[src/rtl/ram_arbiter.sv]
// Shared work-RAM arbiter between a 68000 CPU port and a DMA port.
// Define RAM_ARB_FAIR_EN for round-robin arbitration; default is CPU priority.
module ram_arbiter #(
  parameter int ADDR_WIDTH  = 11,
  parameter int WAIT_STATES = 0
) (
  input  logic                  clk,
  input  logic                  rst,
  input  logic                  cpu_as_n,
  input  logic                  cpu_rw,
  input  logic                  cpu_uds_n,
  input  logic                  cpu_lds_n,
  input  logic                  cpu_ram_cs,
  input  logic [ADDR_WIDTH-1:0] cpu_addr,
  input  logic [15:0]           cpu_dout,
  output logic [15:0]           cpu_din,
  output logic                  cpu_dtack_n,
  input  logic                  dma_req,
  input  logic                  dma_we,
  input  logic [ADDR_WIDTH-1:0] dma_addr,
  input  logic [15:0]           dma_din,
  output logic                  dma_ack,
  output logic [15:0]           dma_dout,
  output logic                  ram_we,
  output logic [1:0]            ram_mask,
  output logic [ADDR_WIDTH-1:0] ram_addr,
  output logic [15:0]           ram_din,
  input  logic [15:0]           ram_dout
);

  typedef enum logic [1:0] {
    IDLE,
    CPU_ACC,
    CPU_HOLD,
    DMA_ACC
  } state_t;

  localparam logic [4:0] CPU_LAST = 5'(WAIT_STATES + 1);
  localparam logic [4:0] DMA_LAST = 5'd1;

  state_t                state_q;
  state_t                state_d;
  logic [4:0]            cnt_q;
  logic [4:0]            cnt_d;
  logic                  served_q;
  logic                  served_d;
  logic                  abort_q;
  logic                  abort_d;
  logic                  ram_we_d;
  logic [1:0]            ram_mask_d;
  logic [ADDR_WIDTH-1:0] ram_addr_d;
  logic [15:0]           ram_din_d;
  logic [15:0]           cpu_din_d;
  logic                  dtack_d;
  logic                  ack_d;
  logic [15:0]           dma_dout_d;
  logic                  cpu_req;
  logic                  grant_cpu;
  logic                  grant_dma;

  assign cpu_req = cpu_ram_cs & ~cpu_as_n & ~served_q;

`ifdef RAM_ARB_FAIR_EN
  // last_dma_q is last_grant: 0 = CPU, 1 = DMA
  logic last_dma_q;
  logic last_dma_d;
  assign grant_cpu = cpu_req & (~dma_req | last_dma_q);
`else
  assign grant_cpu = cpu_req;
`endif
  assign grant_dma = dma_req & ~grant_cpu;

  always_comb begin
    state_d    = state_q;
    cnt_d      = cnt_q;
    served_d   = served_q & ~cpu_as_n;
    abort_d    = abort_q | cpu_as_n;
    ram_we_d   = 1'b0;
    ram_mask_d = ram_mask;
    ram_addr_d = ram_addr;
    ram_din_d  = ram_din;
    cpu_din_d  = cpu_din;
    dtack_d    = cpu_dtack_n;
    ack_d      = 1'b0;
    dma_dout_d = dma_dout;
`ifdef RAM_ARB_FAIR_EN
    last_dma_d = last_dma_q;
`endif
    unique case (state_q)
      IDLE: begin
        cnt_d = '0;
        if (grant_cpu) begin
          ram_addr_d = cpu_addr;
          ram_din_d  = cpu_dout;
          ram_mask_d = {~cpu_uds_n, ~cpu_lds_n};
          ram_we_d   = ~cpu_rw;
          served_d   = 1'b1;
          abort_d    = 1'b0;
          state_d    = CPU_ACC;
`ifdef RAM_ARB_FAIR_EN
          last_dma_d = 1'b0;
`endif
        end else if (grant_dma) begin
          ram_addr_d = dma_addr;
          ram_din_d  = dma_din;
          ram_mask_d = 2'b11;
          ram_we_d   = dma_we;
          state_d    = DMA_ACC;
`ifdef RAM_ARB_FAIR_EN
          last_dma_d = 1'b1;
`endif
        end
      end
      CPU_ACC: begin
        if (cnt_q == CPU_LAST) begin
          // a strobe that went away mid-cycle gets no DTACK
          if (abort_q | cpu_as_n) begin
            state_d = IDLE;
          end else begin
            cpu_din_d = ram_dout;
            dtack_d   = 1'b0;
            state_d   = CPU_HOLD;
          end
        end else begin
          cnt_d = cnt_q + 5'd1;
        end
      end
      CPU_HOLD: begin
        if (cpu_as_n) begin
          dtack_d = 1'b1;
          state_d = IDLE;
        end
      end
      DMA_ACC: begin
        if (cnt_q == DMA_LAST) begin
          dma_dout_d = ram_dout;
          ack_d      = 1'b1;
          state_d    = IDLE;
        end else begin
          cnt_d = cnt_q + 5'd1;
        end
      end
      default: state_d = IDLE;
    endcase
  end

  always_ff @(posedge clk) begin
    if (rst) begin
      state_q     <= IDLE;
      cnt_q       <= '0;
      served_q    <= 1'b0;
      abort_q     <= 1'b0;
      ram_we      <= 1'b0;
      ram_mask    <= '0;
      ram_addr    <= '0;
      ram_din     <= '0;
      cpu_din     <= '0;
      cpu_dtack_n <= 1'b1;
      dma_ack     <= 1'b0;
      dma_dout    <= '0;
`ifdef RAM_ARB_FAIR_EN
      last_dma_q  <= 1'b0;
`endif
    end else begin
      state_q     <= state_d;
      cnt_q       <= cnt_d;
      served_q    <= served_d;
      abort_q     <= abort_d;
      ram_we      <= ram_we_d;
      ram_mask    <= ram_mask_d;
      ram_addr    <= ram_addr_d;
      ram_din     <= ram_din_d;
      cpu_din     <= cpu_din_d;
      cpu_dtack_n <= dtack_d;
      dma_ack     <= ack_d;
      dma_dout    <= dma_dout_d;
`ifdef RAM_ARB_FAIR_EN
      last_dma_q  <= last_dma_d;
`endif
    end
  end

endmodule
[config.mk]
export PLATFORM = sky130hd
export DESIGN_NAME = ram_arbiter
export DESIGN_NICKNAME = d
export VERILOG_FILES = /design/src/rtl/ram_arbiter.sv
export SDC_FILE = /design/constraint.sdc
export NUM_CORES = 1
export LEC_CHECK = 0
export CAP_MARGIN = 20
export CELL_PAD_IN_SITES_DETAIL_PLACEMENT = 1
export CELL_PAD_IN_SITES_GLOBAL_PLACEMENT = 1
export CORE_MARGIN = 2
export CORE_UTILIZATION = 30
export DETAILED_ROUTE_END_ITERATION = 8
export HOLD_SLACK_MARGIN = 0.02
export PLACE_DENSITY_LB_ADDON = 0.1
export SETUP_SLACK_MARGIN = 0.1
export SYNTH_ARGS = -nofsm -noshare
export SYNTH_HDL_FRONTEND = slang
export SYNTH_SLANG_ARGS = --single-unit
export TNS_END_PERCENT = 100
[constraint.sdc]
create_clock -name clk -period 1.87 [get_ports clk]
set_input_delay 0.187 -clock clk [delete_from_list [all_inputs] [get_ports clk]]
set_output_delay 0.187 -clock clk [all_outputs]
set_load 0.1 [all_outputs]
==> flow_metrics.py, run 1 <==
metrics = {
    "timing": {
        "final.setup.tns_ns": 0,
        "finalClockSkew_ns": 0.01298,
        "slew_headroom_pct": 56.57,
        "period_share_pct": 88.20,
        "rsz0062_at_grt": "no",
        "period_needed_ns": 1.649,
        "worst_pin_slew_ns": 0.6499,
        "setup_viol": 0,
        "drv_slew": 0,
        "hold_viol_final": 0,
        "clock.fmax_ghz": 0.6063,
    },
    "setup_path": {
        "endpoint": "dma_dout[10]",
        "critical_path_required_ns": 2.08,
        "end_kind": "flip-flop",
        "crit_slowest_cell": "or4b_4",
        "crit_buf_inv": 1,
        "r2r_end": "dma_dout[10]",
        "rr_startpoint": "cnt_q[0]",
        "r2r_slack_ns": 0.22,
        "crit_cells": 5,
        "path_max_fanout": 15,
        "worstSetupPathType": "flip-flop to flip-flop",
        "critPathLaunchType": "flip-flop",
        "cp_data_arrival_time_ns": 1.86,
        "crit_start": "cnt_q[0]",
        "critical-path-top-delay-family": "simple AND/OR/NAND/NOR gates",
        "worstPathCellList": "ha_1 -> or4b_4 -> buf_4 -> o21ai_1 -> a21oi_1",
        "slowest_delay_ns": 0.52,
        "r2r_cells": 5,
    },
    "min_path": {
        "hold_path.class": "primary input to flip-flop",
    },
    "synth": {
        "ys_warn_count": 0,
        "synth.top_cell.area_share_pct": 45.71,
        "synth-edff-count": 0,
        "synthCells": 345,
        "synth_cell_types": 39,
        "ys.flop_type": "dfxtp_1",
        "synthTopCellsByArea": "dfxtp_1, a21oi_1, o221a_2",
        "yosysTopAreaCell": "dfxtp_1",
        "syn_nets": 426,
        "ys_ff_latch": 73,
        "async_reset_ff_share_pct": 0,
        "synthesis.area_mm2": 0.003197,
        "seq_area_frac_synth_pct": 45.71,
        "syn_area_per_cell_um2": 9.266,
    },
    "cts": {
        "cts_tree": "yes",
        "cts_root_buffer": "clkbuf_8",
        "worstSkewPairLatency_ns": 0.34,
        "htreeDepth": 3,
        "clk_path_buf_depth": 2,
        "clock_sinks": 73,
        "cts-hold-fix-buffers": 0,
        "cts_setup_buffers": 0,
        "cts_inserted_buffers": 9,
        "clk_pin_slew_ns": 0.08,
    },
    "detailed_routing": {
        "drc": 0,
        "wl_met3_um": 563,
        "top_layer": "met4",
        "wl_per_cell_um": 17.40,
        "via_per_inst": 5.190,
        "wl_met1_mm": 5.001,
        "dr.first_iter.drc_count": 122,
        "firstDrtPassIters": 4,
        "vias": 3223,
        "route.met2.wl_mm": 5.147,
        "detail-route-antenna-nets": 0,
        "drt-total-wl_mm": 10.81,
    },
    "floorplanning": {
        "die_y_um": 107.2,
        "core.rowCount": 37,
        "die_w_um": 107.2,
        "io_pins": 143,
        "initial_core_util_pct": 30.97,
        "fp.coreArea_mm2": 0.01032,
        "dieArea_mm2": 0.01150,
    },
    "final_layout": {
        "nFillCells": 1202,
        "layout_commonest_cell": "buf_4",
        "fin_nets": 561,
        "area_growth_pct": 51.04,
        "most-common-layout-cells": "buf_4, clkdlybuf4s50_1, dfxtp_1, a21oi_1, nand3_1",
        "drive_above_1_share_pct": 30.10,
        "antenna_cells": 0,
    },
    "placement": {
        "port-buffer-count": 142,
        "dp_hpwl_mm": 7.544,
        "place.gp.congestion": 0.7586,
    },
    "global_route": {
        "grt_overflow": 0,
        "antenna_found_initial": 0,
        "grt_max_degree": 37,
        "grt_pass1_vias": 3256,
        "grtUsageTotal_pct": 18.45,
        "grt_pass1_wl_mm": 16.87,
    },
    "outcome": {
        "outcome": "finished, final reports clean",
    },
    "pwr": {
        "power.density_mw_per_mm2": 1050,
        "p_leak_uw": 0.001845,
        "ir_worst_vdd_v": 0.0004446,
        "fin_total_pwr_uw": 5071,
    },
    "flow_run": {
        "drv_cap": 0,
    },
}
how the worst min path moves through the flow:
stage | cells past startpoint | endpoint | startpoint
detailed placement | 2 | cpu_din[12] | cpu_din[12]
global placement | 1 | ram_mask[0] | ram_mask[0]
finish | 3 | ram_din[9] | rst
floorplan | 2 | cpu_din[0] | ram_dout[0]
CTS | 3 | ram_din[8] | rst
global route | 3 | ram_addr[2] | rst
cells by family after synthesis:
group	count (synthesis)	synth area share [%]
simple gates	87	16.28
mux	1	0.3522
buf+inv	41	7.202
compound gates	139	29.12
flops	73	45.71
fa+ha+maj	2	0.7827
xor+xnor	2	0.5480
Yosys cell counts (all sizes together), types with 2 or more instances:
| library cell | number |
|---|---|
| dfxtp | 73 |
| a21oi | 64 |
| nand3 | 35 |
| o21ai | 34 |
| nor3 | 31 |
| o221a | 27 |
| buf | 21 |
| clkbuf | 17 |
| nand2 | 4 |
| o21a | 4 |
| a211oi | 3 |
| a31oi | 3 |
| inv | 3 |
| nor2 | 3 |
| ha | 2 |
| nand3b | 2 |
| nor2b | 2 |
| nor3b | 2 |
| nor4b | 2 |
| o21bai | 2 |
| or4b | 2 |
where the power goes:
group / switching, uW / leakage (uW) / internal [uW] / total (uW)
logic: 1320 / 0.00113 / 567 / 1890
registers: 86.8 / 0.000596 / 1680 / 1770
clock network: 592 / 0.000115 / 821 / 1410
per-layer routing:
| metal | vias to the layer above | track usage (%) |
|---|---|---|
| met1 | 1559 | 24.65 |
| met2 | 82 | 30.02 |
| li1 | 1574 | - |
| met5 | - | 0 |
| met3 | 8 | 4.012 |
| met4 | 0 | 5.009 |
worst min-delay path, cell delays in order:
cell and delay, ns:
buf_2 0.24, a21oi_1 0.07, o221a_2 0.12
layout make-up:
type	instances	area (um^2)	share of cell area (%)
Multi-Input combinational cell	231	1509	31.25
Sequential cell	73	1461	30.27
Timing Repair Buffer	162	1448	29.98
Tap cell	136	170.2	3.524
Clock buffer	11	151.4	3.136
Clock inverter	5	77.57	1.607
Inverter	3	11.26	0.2332
flip-flops by register name (all words and copies together), names as in the netlist:
signal,cells
abort_q,1
cnt_q,5
dma_dout,16
ram_din,16
state_q,2
ram_addr,11
ram_we,1
served_q,1
cpu_din,16
ram_mask,2
dma_ack,1
cpu_dtack_n,1
metrics by stage:
step	cell area, um^2	std cells	hold WS (ns)	util [%]	worst slack [ns]
after floorplan	3197	345	0.3347	-	0.2530
after global placement	4592	605	0.4513	44.48	0.006708
after detailed placement	4592	605	0.4604	44.48	0.06856
after CTS	4821	621	0.2922	46.70	0.1217
after global routing	4828	621	0.3170	46.77	0.1163
final	4828	621	0.3128	46.77	0.2206
timing repair:
item,CTS,global route
endpoints found under the hold margin,0,0
resized for setup,0,2
setup endpoints to repair,0,28
No activity file was read; power rests on OpenSTA's default activity.
==> inputs of run 2 (changes only) <==
--- a/config.mk
+++ b/config.mk
@@ -5,7 +5,7 @@
 export SDC_FILE = /design/constraint.sdc
 export NUM_CORES = 1
 export LEC_CHECK = 0
-export CAP_MARGIN = 20
+export CAP_MARGIN = 10
 export CELL_PAD_IN_SITES_DETAIL_PLACEMENT = 1
 export CELL_PAD_IN_SITES_GLOBAL_PLACEMENT = 1
 export CORE_MARGIN = 2
==> results of run 2 <==
No change in the layout: final DEF, timing and power equal those of run 1.
==> inputs of run 3 (changes only) <==
==> constraint.sdc (replaced) <==
create_clock -name clk -period 1.8 [get_ports clk]
set_input_delay 0.18 -clock clk [delete_from_list [all_inputs] [get_ports clk]]
set_output_delay 0.18 -clock clk [all_outputs]
set_load 0.1 [all_outputs]
==> run 3 against run 2 <==
  * Power increased by 3.0%
  * Die area did not move
  * Sequential power grew 4%
  * Clock skew grew 0.00067 ns
  * Critical path type unchanged
  * Critical endpoint is now cpu_din[1]
  * Largest power group unchanged
  * Highest routed layer unchanged
==> flow_metrics.py, run 3 (synthesis gave the netlist of run 1 again) <==
metrics = {
    "timing": {
        "period_needed_ns": 1.605,
        "worst_pin_slew_ns": 0.4901,
        "clock.fmax_ghz": 0.6231,
        "rsz0062_at_grt": "no",
        "drv_slew": 0,
        "setup_viol": 0,
        "hold_viol_final": 0,
        "fin_ws_ns": 0.1951,
        "finalClockSkew_ns": 0.01365,
        "period_share_pct": 89.16,
        "holdWs_ns": 0.3450,
        "slew_headroom_pct": 67.26,
        "final.setup.tns_ns": 0,
    },
    "final_layout": {
        "most-common-layout-cells": "buf_4, clkdlybuf4s50_1, dfxtp_1, a21oi_1, nand3_1",
        "reg.largest.list": "cpu_din x16, dma_dout x16, ram_din x16",
        "antenna_cells": 0,
        "fin_nets": 569,
        "layout_commonest_cell": "buf_4",
        "drive_above_1_share_pct": 31.10,
        "area_growth_pct": 53.93,
    },
    "outcome": {
        "outcome": "finished, final reports clean",
    },
    "detailed_routing": {
        "detail-route-antenna-nets": 0,
        "dr.first_iter.drc_count": 99,
        "via_per_inst": 5.174,
        "firstDrtPassIters": 4,
        "drc": 0,
        "vias": 3249,
        "drt-total-wl_mm": 10.81,
        "wl_per_cell_um": 17.21,
    },
    "cts": {
        "cts_inserted_buffers": 9,
        "clock_sinks": 73,
        "clk_pin_slew_ns": 0.08,
        "cts_tree": "yes",
        "cts_root_buffer": "clkbuf_8",
        "cts-hold-fix-buffers": 0,
        "htreeDepth": 3,
        "worstSkewPairLatency_ns": 0.34,
        "clk_path_buf_depth": 2,
    },
    "pwr": {
        "p_leak_uw": 0.001891,
        "ir_worst_vdd_v": 0.0004671,
        "power.density_mw_per_mm2": 1061,
    },
    "floorplanning": {
        "fp.coreArea_mm2": 0.01032,
        "io_pins": 143,
        "die_y_um": 107.2,
        "initial_core_util_pct": 30.97,
        "die_w_um": 107.2,
        "dieArea_mm2": 0.01150,
        "core.rowCount": 37,
    },
    "placement": {
        "port-buffer-count": 142,
        "dp_hpwl_mm": 7.763,
        "place.gp.congestion": 0.7192,
        "post-place-ws_ns": -0.007733,
    },
    "global_route": {
        "grt_overflow": 0,
        "grt_max_degree": 43,
        "grtUsageTotal_pct": 18.59,
        "grt_pass1_vias": 3152,
        "antenna_found_initial": 0,
        "grt_pass1_wl_mm": 16.88,
    },
    "setup_path": {
        "cp_data_arrival_time_ns": 1.83,
        "end_kind": "flip-flop",
        "crit_slowest_cell": "or4b_4",
        "worstPathCellList": "inv_1 -> ha_1 -> or4b_4 -> buf_12 -> o21ai_0 -> a21oi_1",
        "critPathLaunchType": "flip-flop",
        "worstSetupPathType": "flip-flop to flip-flop",
        "slowest_delay_ns": 0.53,
        "critical_path_required_ns": 2.02,
        "path_max_fanout": 20,
    },
    "flow_run": {
        "drv_cap": 0,
    },
    "min_path": {
        "hold_path.class": "primary input to flip-flop",
    },
}
[run 3: changes by cell type in the layout (fill, tap and decap cells not counted), sizes merged]
cell	before	now
buf	85	93
clkbuf	11	10
[run 3: layer usage]
layer / up-vias / routed length [um] / track usage (%)
li1: 1589 / - / -
met1: 1561 / 4974 / 24.62
met2: 87 / 5124 / 30.29
met3: 12 / 558 / 3.891
met4: 0 / 150 / 5.751
met5: - / 0 / 0
[run 3: path summary, 6_finish.rpt]
path / start / to / slack, ns / depth (start not counted)
min reg2reg: cpu_din[15] / cpu_din[15] / 0.47 / 2
min: rst / ram_we / 0.34 / 2
max reg2reg: cnt_q[1] / cpu_din[1] / 0.20 / 6
max: cnt_q[1] / cpu_din[1] / 0.20 / 6
[run 3: report_power, final]
group / internal, uW / switching [uW] / total, uW
clock: 774 / 606 / 1380
combinational: 629 / 1380 / 2010
sequential: 1750 / 85.7 / 1840
total: 3150 / 2070 / 5220
[run 3: stage by stage]
| stage | utilization (%) | total power [uW] | area (um^2) | cells |
|---|---|---|---|---|
| 6_report | 47.67 | 5223 | 4921 | 628 |
| 3_3_place_gp | 45.55 | 3856 | 4702 | 613 |
| 3_5_place_dp | 45.55 | 3881 | 4702 | 613 |
| 4_1_cts | 47.61 | 5281 | 4915 | 628 |
| 2_1_floorplan | - | 3274 | 3197 | 345 |
| 5_1_grt | 47.67 | 5451 | 4921 | 628 |
[run 3: area by class of cell]
cell class	count	area (um^2)
clock buffers	10	127.6
clock inverters	5	81.33
fillers	1201	5403
inverters	3	11.26
multi-input cells	231	1511
flip-flops and latches	73	1461
well taps	136	170.2
repair buffers	170	1558
[run 3: worst max-delay path, delay by kind of cell, from the launching register on]
| family | cells | cell delay (ns) |
|---|---|---|
| AND/OR/NAND/NOR | 1 | 0.53 |
| flip-flops | 1 | 0.32 |
| buffers and inverters | 2 | 0.23 |
| adder cells (fa/ha/maj) | 1 | 0.17 |
| AO/OA/AOI/OAI | 2 | 0.24 |
[run 3: timing repair]
| item | CTS | global route |
|---|---|---|
| pin swaps | 0 | 0 |
| endpoints found under the setup margin | 18 | 9 |
| setup buffers | 0 | 0 |
| endpoints found under the hold margin | 0 | 0 |
| gates resized for setup | 1 | 4 |
